[config.mk]
export PLATFORM = sky130hd
export DESIGN_NAME = mips_multicycle_flat
export DESIGN_NICKNAME = d
export VERILOG_FILES = /design/src/rtl/mips_multicycle_if.sv /design/src/rtl/mips_multicycle.sv /design/src/flat_wrapper.sv
export SDC_FILE = /design/constraint.sdc
export NUM_CORES = 2
export LEC_CHECK = 0
export ABC_AREA = 1
export CAP_MARGIN = 5
export CORE_ASPECT_RATIO = 0.75
export CORE_MARGIN = 5
export CORE_UTILIZATION = 40
export DETAILED_ROUTE_END_ITERATION = 6
export DONT_BUFFER_PORTS = 1
export GPL_TIMING_DRIVEN = 1
export MAX_ROUTING_LAYER = met4
export SETUP_SLACK_MARGIN = 0.3
export SLEW_MARGIN = 10
export SYNTH_ARGS = -nofsm -noshare
export SYNTH_HDL_FRONTEND = slang
export SYNTH_SLANG_ARGS = --single-unit
[constraint.sdc]
create_clock -name clk_i -period 6.6 [get_ports clk_i]
set_input_delay 1.98 -clock clk_i [delete_from_list [all_inputs] [get_ports clk_i]]
set_output_delay 1.98 -clock clk_i [all_outputs]
set_load 0.03 [all_outputs]
[src/rtl/mips_multicycle_if.sv]
// Unified instruction/data memory port with a req/ready handshake.
interface mips_multicycle_if #(parameter int ADDR_W = 32);
  logic              req;
  logic              we;
  logic [ADDR_W-1:0] addr;
  logic [31:0]       wdata;
  logic [31:0]       rdata;
  logic              ready;

  modport master (output req, we, addr, wdata, input rdata, ready);
  modport slave  (input req, we, addr, wdata, output rdata, ready);
endinterface

[src/rtl/mips_multicycle.sv]
// Multicycle MIPS core (add/sub/and/or/slt, lw/sw/addi/beq/j) with one shared
// ALU and a single wait-state tolerant memory port.
//
// state   | meaning
// FETCH   | request IR at PC; on completion IR<=rdata, PC<=PC+4
// DECODE  | A/B <= rs/rt, ALUOut <= branch target, dispatch on opcode
// MEMADR  | ALUOut <= A + sext(imm)
// MEMRD   | load request; MDR <= rdata on completion
// MEMWB   | rt <= MDR
// MEMWR   | store request
// EXEC    | ALUOut <= A op B
// ALUWB   | rd <= ALUOut
// BRANCH  | PC <= ALUOut when A == B
// ADDIEX  | ALUOut <= A + sext(imm)
// ADDIWB  | rt <= ALUOut
// JUMP    | PC <= {PC[31:28], target, 00}
// HALT    | unsupported instruction; only reset or pc_clr_i leaves
module mips_multicycle #(
  parameter logic [31:0] RESET_PC        = 32'h0000_0000,
  parameter int          ADDR_W          = 32,
  parameter bit          HALT_ON_UNKNOWN = 1'b1
) (
  input  logic                     clk_i,
  input  logic                     rst_n,
  input  logic                     pc_run_en_i,
  input  logic                     pc_clr_i,
  mips_multicycle_if.master        mem_bus,
  output logic [31:0]              pc_o,
  output logic [3:0]               state_o,
  output logic                     instr_done_o,
  output logic                     halted_o,
  input  logic [4:0]               ra_debug_i,
  output logic [31:0]              ra_debug_data_o
);

  typedef enum logic [3:0] {
    S_FETCH  = 4'd0,  S_DECODE = 4'd1,  S_MEMADR = 4'd2,  S_MEMRD  = 4'd3,
    S_MEMWB  = 4'd4,  S_MEMWR  = 4'd5,  S_EXEC   = 4'd6,  S_ALUWB  = 4'd7,
    S_BRANCH = 4'd8,  S_ADDIEX = 4'd9,  S_ADDIWB = 4'd10, S_JUMP   = 4'd11,
    S_HALT   = 4'd15
  } state_t;

  typedef enum logic [2:0] {ALU_ADD, ALU_SUB, ALU_AND, ALU_OR, ALU_SLT} alu_t;

  localparam logic [5:0] OP_RTYPE = 6'h00, OP_J = 6'h02, OP_BEQ = 6'h04,
                         OP_ADDI = 6'h08, OP_LW = 6'h23, OP_SW = 6'h2B;
  localparam logic [5:0] FN_ADD = 6'h20, FN_SUB = 6'h22, FN_AND = 6'h24,
                         FN_OR = 6'h25, FN_SLT = 6'h2A;

  state_t            r_state, w_state_nxt;
  logic [31:0]       r_pc, r_ir, r_a, r_b, r_alu_out, r_mdr;
  logic [31:0]       r_regs [32];
  logic              r_req, r_we, r_done;
  logic [ADDR_W-1:0] r_addr;
  logic [31:0]       r_wdata;

  logic [5:0]        w_op, w_funct;
  logic [4:0]        w_rs, w_rt, w_rd;
  logic [31:0]       w_imm_sext;
  logic              w_rtype_ok, w_fire;
  logic [31:0]       w_alu_a, w_alu_b, w_alu_y;
  alu_t              w_alu_op;
  logic [31:0]       w_pc_nxt;
  logic              w_req_nxt;
  logic              w_rf_we;
  logic [4:0]        w_rf_waddr;
  logic [31:0]       w_rf_wdata;

  assign w_op       = r_ir[31:26];
  assign w_rs       = r_ir[25:21];
  assign w_rt       = r_ir[20:16];
  assign w_rd       = r_ir[15:11];
  assign w_funct    = r_ir[5:0];
  assign w_imm_sext = {{16{r_ir[15]}}, r_ir[15:0]};
  assign w_rtype_ok = (w_funct == FN_ADD) || (w_funct == FN_SUB) || (w_funct == FN_AND) ||
                      (w_funct == FN_OR)  || (w_funct == FN_SLT);
  assign w_fire     = r_req & mem_bus.ready;

  always_comb begin
    w_alu_a  = r_a;
    w_alu_b  = w_imm_sext;
    w_alu_op = ALU_ADD;
    if (r_state == S_DECODE) begin
      w_alu_a = r_pc;
      w_alu_b = {w_imm_sext[29:0], 2'b00};
    end else if (r_state == S_EXEC) begin
      w_alu_b = r_b;
      case (w_funct)
        FN_SUB:  w_alu_op = ALU_SUB;
        FN_AND:  w_alu_op = ALU_AND;
        FN_OR:   w_alu_op = ALU_OR;
        FN_SLT:  w_alu_op = ALU_SLT;
        default: w_alu_op = ALU_ADD;
      endcase
    end
    case (w_alu_op)
      ALU_SUB: w_alu_y = w_alu_a - w_alu_b;
      ALU_AND: w_alu_y = w_alu_a & w_alu_b;
      ALU_OR:  w_alu_y = w_alu_a | w_alu_b;
      ALU_SLT: w_alu_y = {31'd0, $signed(w_alu_a) < $signed(w_alu_b)};
      default: w_alu_y = w_alu_a + w_alu_b;
    endcase
  end

  always_comb begin
    w_state_nxt = r_state;
    case (r_state)
      S_FETCH:  if (w_fire) w_state_nxt = S_DECODE;
      S_DECODE: begin
        case (w_op)
          OP_LW, OP_SW: w_state_nxt = S_MEMADR;
          OP_RTYPE:     w_state_nxt = w_rtype_ok ? S_EXEC
                                    : (HALT_ON_UNKNOWN ? S_HALT : S_FETCH);
          OP_BEQ:       w_state_nxt = S_BRANCH;
          OP_ADDI:      w_state_nxt = S_ADDIEX;
          OP_J:         w_state_nxt = S_JUMP;
          default:      w_state_nxt = HALT_ON_UNKNOWN ? S_HALT : S_FETCH;
        endcase
      end
      S_MEMADR: w_state_nxt = (w_op == OP_LW) ? S_MEMRD : S_MEMWR;
      S_MEMRD:  if (w_fire) w_state_nxt = S_MEMWB;
      S_MEMWR:  if (w_fire) w_state_nxt = S_FETCH;
      S_EXEC:   w_state_nxt = S_ALUWB;
      S_ADDIEX: w_state_nxt = S_ADDIWB;
      S_MEMWB, S_ALUWB, S_ADDIWB, S_BRANCH, S_JUMP: w_state_nxt = S_FETCH;
      S_HALT:   w_state_nxt = S_HALT;
      default:  w_state_nxt = S_FETCH;
    endcase
    if (pc_clr_i) w_state_nxt = S_FETCH;
  end

  always_comb begin
    w_pc_nxt = r_pc;
    if (pc_clr_i)                            w_pc_nxt = RESET_PC;
    else if (r_state == S_FETCH && w_fire)   w_pc_nxt = r_pc + 32'd4;
    else if (r_state == S_BRANCH && r_a == r_b) w_pc_nxt = r_alu_out;
    else if (r_state == S_JUMP)              w_pc_nxt = {r_pc[31:28], r_ir[25:0], 2'b00};
  end

  // A fetch already on the bus stays up until accepted, independent of run_en.
  always_comb begin
    w_req_nxt = 1'b0;
    if (!pc_clr_i) begin
      case (w_state_nxt)
        S_FETCH:          w_req_nxt = (r_state == S_FETCH && r_req) ? 1'b1 : pc_run_en_i;
        S_MEMRD, S_MEMWR: w_req_nxt = 1'b1;
        default:          w_req_nxt = 1'b0;
      endcase
    end
  end

  always_comb begin
    w_rf_we    = 1'b0;
    w_rf_waddr = w_rt;
    w_rf_wdata = r_alu_out;
    case (r_state)
      S_ALUWB:  begin w_rf_we = 1'b1; w_rf_waddr = w_rd; end
      S_ADDIWB: w_rf_we = 1'b1;
      S_MEMWB:  begin w_rf_we = 1'b1; w_rf_wdata = r_mdr; end
      default:  w_rf_we = 1'b0;
    endcase
    if (pc_clr_i) w_rf_we = 1'b0;
  end

  always_ff @(posedge clk_i or negedge rst_n) begin
    if (!rst_n) begin
      r_state   <= S_FETCH;
      r_pc      <= RESET_PC;
      r_ir      <= '0;
      r_a       <= '0;
      r_b       <= '0;
      r_alu_out <= '0;
      r_mdr     <= '0;
      r_req     <= 1'b0;
      r_we      <= 1'b0;
      r_addr    <= '0;
      r_wdata   <= '0;
      r_done    <= 1'b0;
    end else begin
      r_state <= w_state_nxt;
      r_pc    <= w_pc_nxt;
      r_req   <= w_req_nxt;
      r_we    <= !pc_clr_i && (w_state_nxt == S_MEMWR);
      r_done  <= !pc_clr_i && (w_state_nxt == S_FETCH) && (r_state != S_FETCH);
      if (w_state_nxt == S_FETCH)     r_addr <= w_pc_nxt[ADDR_W-1:0];
      else if (r_state == S_MEMADR)   r_addr <= w_alu_y[ADDR_W-1:0];
      if (r_state == S_MEMADR)        r_wdata <= r_b;
      if (!pc_clr_i) begin
        case (r_state)
          S_FETCH:  if (w_fire) r_ir <= mem_bus.rdata;
          S_DECODE: begin
            r_a       <= r_regs[w_rs];
            r_b       <= r_regs[w_rt];
            r_alu_out <= w_alu_y;
          end
          S_MEMADR, S_EXEC, S_ADDIEX: r_alu_out <= w_alu_y;
          S_MEMRD:  if (w_fire) r_mdr <= mem_bus.rdata;
          default:  ;
        endcase
      end
    end
  end

  always_ff @(posedge clk_i or negedge rst_n) begin
    if (!rst_n) begin
      for (int i = 0; i < 32; i++) r_regs[i] <= '0;
    end else if (w_rf_we && w_rf_waddr != 5'd0) begin
      r_regs[w_rf_waddr] <= w_rf_wdata;
    end
  end

  assign mem_bus.req     = r_req;
  assign mem_bus.we      = r_we;
  assign mem_bus.addr    = r_addr;
  assign mem_bus.wdata   = r_wdata;
  assign pc_o            = r_pc;
  assign state_o         = r_state;
  assign instr_done_o    = r_done;
  assign halted_o        = (r_state == S_HALT);
  assign ra_debug_data_o = (ra_debug_i == 5'd0) ? 32'd0 : r_regs[ra_debug_i];

endmodule
[src/flat_wrapper.sv]
// flat-port wrapper written by rule: the top's interface ports become plain ports
module mips_multicycle_flat 
#(
  parameter logic [31:0] RESET_PC        = 32'h0000_0000,
  parameter int          ADDR_W          = 32,
  parameter bit          HALT_ON_UNKNOWN = 1'b1
)
  (clk_i, rst_n, pc_run_en_i, pc_clr_i, pc_o, state_o, instr_done_o, halted_o, ra_debug_i, ra_debug_data_o, mem_bus_req, mem_bus_we, mem_bus_addr, mem_bus_wdata, mem_bus_rdata, mem_bus_ready);
  mips_multicycle_if #(.ADDR_W(ADDR_W)) mem_bus_i ();
  input  logic clk_i;
  input  logic rst_n;
  input  logic pc_run_en_i;
  input  logic pc_clr_i;
  output logic [31:0] pc_o;
  output logic [3:0] state_o;
  output logic instr_done_o;
  output logic halted_o;
  input  logic [4:0] ra_debug_i;
  output logic [31:0] ra_debug_data_o;
  output wire logic [$bits(mem_bus_i.req)-1:0] mem_bus_req;
  output wire logic [$bits(mem_bus_i.we)-1:0] mem_bus_we;
  output wire logic [$bits(mem_bus_i.addr)-1:0] mem_bus_addr;
  output wire logic [$bits(mem_bus_i.wdata)-1:0] mem_bus_wdata;
  input wire logic [$bits(mem_bus_i.rdata)-1:0] mem_bus_rdata;
  input wire logic [$bits(mem_bus_i.ready)-1:0] mem_bus_ready;
  assign mem_bus_req = mem_bus_i.req;
  assign mem_bus_we = mem_bus_i.we;
  assign mem_bus_addr = mem_bus_i.addr;
  assign mem_bus_wdata = mem_bus_i.wdata;
  assign mem_bus_i.rdata = mem_bus_rdata;
  assign mem_bus_i.ready = mem_bus_ready;
  mips_multicycle #(.RESET_PC(RESET_PC), .ADDR_W(ADDR_W), .HALT_ON_UNKNOWN(HALT_ON_UNKNOWN)) u_core (.clk_i(clk_i), .rst_n(rst_n), .pc_run_en_i(pc_run_en_i), .pc_clr_i(pc_clr_i), .mem_bus(mem_bus_i), .pc_o(pc_o), .state_o(state_o), .instr_done_o(instr_done_o), .halted_o(halted_o), .ra_debug_i(ra_debug_i), .ra_debug_data_o(ra_debug_data_o));
endmodule
==> implementation parameters <==
Parameter                              Value

Cells and area
  Register area ... about 32000 um2
  Final Cell Area ... slightly above 90000 um2
  Layout Cells excl Fill ... ~14000
  Number of nets in the layout ... 11666
  Post-layout utilization of the core ... 44.2%
  Area used by multi-input combinational logic ... 44200 um2
  P&R area growth vs syn ... 10.1%
  Share of layout cells above drive strength 1 ... between 6 and 7%
  Filler cells ... 21061

Clock tree
  CTS tree ... done
  Count of clock tree sinks ... between 1000 and 1500
  Htree depth ... 4
  Clock Path Buffers ... 4
  Clock transition time at the flip-flop clock pins of the worst setup and hold paths ... 0.06 ns
  Clock latency of the later-clocked register in the worst-skew pair ... 0.86 ns
  Cell chosen for the clock root ... sky130_fd_sc_hd__clkbuf_16
  Number of CTS-inserted buffers ... between 150 and 200

Synthesis
  Most used DFF post-synth ... sky130_fd_sc_hd__dfrtp_1
  Library cell occupying the most area in the post-synthesis netlist ... sky130_fd_sc_hd__dfrtp_1
  Syn Area/Cell ... 6.88 um2
  Area share of the leading cell type in the synthesized netlist ... roughly two fifths
  Area of the mapped netlist ... between 80000 and 90000 um2
  Synth top cells by count ... sky130_fd_sc_hd__o21ai_0, sky130_fd_sc_hd__nand2_1, sky130_fd_sc_hd__nor2_1, sky130_fd_sc_hd__dfrtp_1, sky130_fd_sc_hd__clkbuf_1
  Post-Syn Instances ... roughly 12000
  Number of flip-flops and latches in the synthesized netlist ... about 1300
  Count of cell types in the netlist ... 46
  Share of async-settable or async-resettable flops after synthesis ... 100%
  Synth Net Count ... around 12000
  Most frequent cell after synthesis ... sky130_fd_sc_hd__o21ai_0
  Warnings, synthesis ... 0
  Top area cells in the synthesized netlist ... sky130_fd_sc_hd__dfrtp_1, sky130_fd_sc_hd__o21ai_0, sky130_fd_sc_hd__nand2_1
  Proportion of synthesized chip area in sequential cells ... just under 40%
  Number of flops mapped to enable cells by yosys ... 0

STA
  Slew at the pin with the worst max-slew slack ... approximately 1.3 ns
  Max Clock Freq ... between 150 and 200 MHz
  Post-layout min period ... between 6 and 7 ns
  Slew Limit Fails ... 0
  Hold Vio Cnt, Final ... 0
  Final-report setup violation count ... 0
  Fin Clk Skew ... between 0.07 and 0.08 ns
  Setup TNS Final ... 0 ns
  RSZ-0062 raised after global routing ... yes
  Worst max-slew margin expressed relative to the limit ... 12.6%
  Final worst path period share ... just under 100%

Routing
  Via-to-Cell Ratio ... ~6.4
  Pre-Repair DR Iteration Count ... 7
  Final WL ... 426000 um
  1st-iter DRT viols ... between 15000 and 20000
  Antenna-violating nets left ... 0
  WL per Instance ... 29.4 um
  DRC Markers ... 13
  Via Count ... a little over 90000

GRT
  Global-route wire length before repair ... just over 600000 um
  Number of global-route vias before repair ... 84316
  Total gr overflow ... 0
  Antenna violations before repair ... 44
  Overall routing resource usage ... around two fifths
  Largest net degree at the start of global routing ... around 340

Place
  Detailed-placement wirelength estimate ... around 260000 um
  Placed Instances ... 14163
  Port Buffers ... 0
  Placed inst area ... slightly below 90000 um2
  Routability congestion estimate from global placement ... roughly 1.0

Floorplanning
  Area of the core ... 208000 um2
  Vert. Die Dim ... about 400 um
  Row cnt ... between 100 and 150
  Effective utilization at floorplan ... roughly two fifths
  I/O pin total ... 178
  X dimension of the die ... approximately 540 um
  Area enclosed by the die boundary ... roughly 220000 um2

Worst setup path
  Startpoint class of the critical path ... input pin
  CP cell instances ... inv_8 > buf_12 > buf_4 > o21ai_0 > o211ai_1 > nand3_1 > nand3_1 > nand2_1 > a31oi_1 > buf_4 > buf_4
  Critical-path cell with the highest stage delay ... sky130_fd_sc_hd__buf_4
  Critical Path Most Common Cell ... sky130_fd_sc_hd__buf_4
  Worst Path Required ... 4.62 ns
  Maximum fanout along the worst path ... ~340
  Type of the worst setup path ... in2out
  Count of buffering cells on the critical path with inverters included ... 5
  Data arrival, critical path ... about 4.4 ns
  CP endpoint kind ... output pin
  Largest stage delay, worst path ... 0.34 ns
  Top delay family on crit path ... buffers and inverters

Power and ir drop
  Leakage ... about 40 nW
  Total Power ... between 50 and 60 mW
  Cell area power density ... between 500 and 600 nW/um2
  VDD IR max ... 0.351 mV

Run status
  Violations in the final reports ... DRC
  Status ... complete, but fails checks

Flow run
  Maxcap violations ... 0

Min path
  Class of the tightest hold or removal check ... reg2reg
-- path summary, 6_finish.rpt --
kind / startpoint / end / slack (ns) / cells after the start
setup / recovery: ra_debug_i[0] / ra_debug_data_o[5] / 0.19 / 11
hold / removal: u_core.r_regs[1010] / u_core.r_regs[1010] / 0.43 / 0
setup reg to reg: u_core.state_o[0] / u_core.mem_bus.addr[10] / 1.38 / 18
hold reg to reg: u_core.r_regs[1010] / u_core.r_regs[1010] / 0.43 / 0
max in group asynchronous: rst_n / u_core.r_ir[23] / 3.99 / 2
min in group asynchronous: rst_n / u_core.r_regs[856] / 1.10 / 1
-- sequential cells by signal (all words and copies together), names as in the netlist, 4 cells and up --
register              cells
u_core.mem_bus.wdata     32
u_core.r_alu_out         32
u_core.r_ir              32
u_core.r_b               32
u_core.r_a               32
u_core.r_mdr             32
u_core.mem_bus.addr      32
u_core.pc_o              32
u_core.state_o            4
u_core.r_regs          1024
-- final cells by class --
class / count / area share (%)
clock buffers: 214 / 4.80
multi-input cells: 8904 / 48.3
repair buffers: 339 / 3.55
inverters: 840 / 3.51
flip-flops and latches: 1287 / 35.2
diodes: 48 / 0.131
well taps: 2793 / 3.81
clock inverters: 51 / 0.740
-- cells in the final DEF, fill, tap and decap left out, drive strengths merged, types with 6 or more instances in the layout --
master	synthesis	final
a211oi	64	64
a21oi	545	545
a31oi	70	70
a32o	13	13
and3	6	6
buf	118	339
bufinv	0	15
clkbuf	948	214
clkinv	8	32
dfrtp	1287	1287
diode	0	48
ha	97	97
inv	832	840
mux2	26	26
nand2	2191	2191
nand3	492	492
nand3b	15	15
nand4	51	51
nor2	1454	1454
nor3	90	90
o211ai	237	237
o21a	106	106
o21ai	2866	2866
o21bai	6	6
o221ai	215	215
o22ai	261	261
o31ai	30	30
or2	8	8
xnor2	16	16
xor2	30	30
-- through the flow --
| step | hold WS, ns | setup WS (ns) |
|---|---|---|
| 2_1_floorplan | 0.453 | 0.537 |
| 3_3_place_gp | 0.412 | 0.390 |
| 3_5_place_dp | 0.412 | 0.437 |
| 4_1_cts | 0.428 | 0.415 |
| 5_1_grt | 0.436 | 0.257 |
| 6_report | 0.431 | 0.190 |
-- metal layers --
metal / track usage [%] / share of wire, % / wire [um]
met5: - / 0 / 0
met4: 19.7 / 5.8 / 24800
met3: 11.9 / 14 / 59900
met2: 51.3 / 39 / 168000
met1: 53.1 / 41 / 173000
-- where the power goes --
group | leakage (nW) | total, mW | switching [mW] | internal (mW)
clock | 2.51 | 8.95 | 3.72 | 5.23
combinational | 21.0 | 29.2 | 21.5 | 7.70
sequential | 16.5 | 13.1 | 3.05 | 10.0
-- worst reg2reg max path, stage by stage (launching register included) --
cell                        delay [ns]
sky130_fd_sc_hd__dfrtp_1          0.56
sky130_fd_sc_hd__inv_1            0.19
sky130_fd_sc_hd__nor2_1           0.29
sky130_fd_sc_hd__nand2_4          0.18
sky130_fd_sc_hd__buf_12           0.25
sky130_fd_sc_hd__o21ai_0          0.81
sky130_fd_sc_hd__inv_1            0.17
sky130_fd_sc_hd__ha_1             0.34
sky130_fd_sc_hd__fa_1             0.49
sky130_fd_sc_hd__inv_1            0.16
sky130_fd_sc_hd__nand3_1          0.10
sky130_fd_sc_hd__nand3_1          0.22
sky130_fd_sc_hd__nand2_1          0.10
sky130_fd_sc_hd__nand2_1          0.12
sky130_fd_sc_hd__nand2_1          0.07
sky130_fd_sc_hd__nand3_1          0.15
sky130_fd_sc_hd__o2111ai_1        0.53
sky130_fd_sc_hd__nand2_1          0.26
sky130_fd_sc_hd__nand3_1          0.11
-- kinds of logic (layout without fill, tap and decap cells) --
kind of cell,after synthesis,after routing,share of synthesized area (%)
and+or+nand+nor,4312,4312,20.7
muxes,26,26,0.352
xor gates and xnor gates,46,46,0.484
DFF,1287,1287,38.7
AOI/OAI and AO/OA,4421,4421,29.5
buffers and inverters,1906,1444,8.70
other,0,48,0
adders and majority gates,99,99,1.51
-- what timing repair did --
item	4_1_cts	5_1_grt
endpoints found under the setup margin	0	5
setup buffers	0	0
resized for setup	0	2
hold buffers	0	0
endpoints found under the hold margin	0	0
No activity file was read; power rests on OpenSTA's default activity.
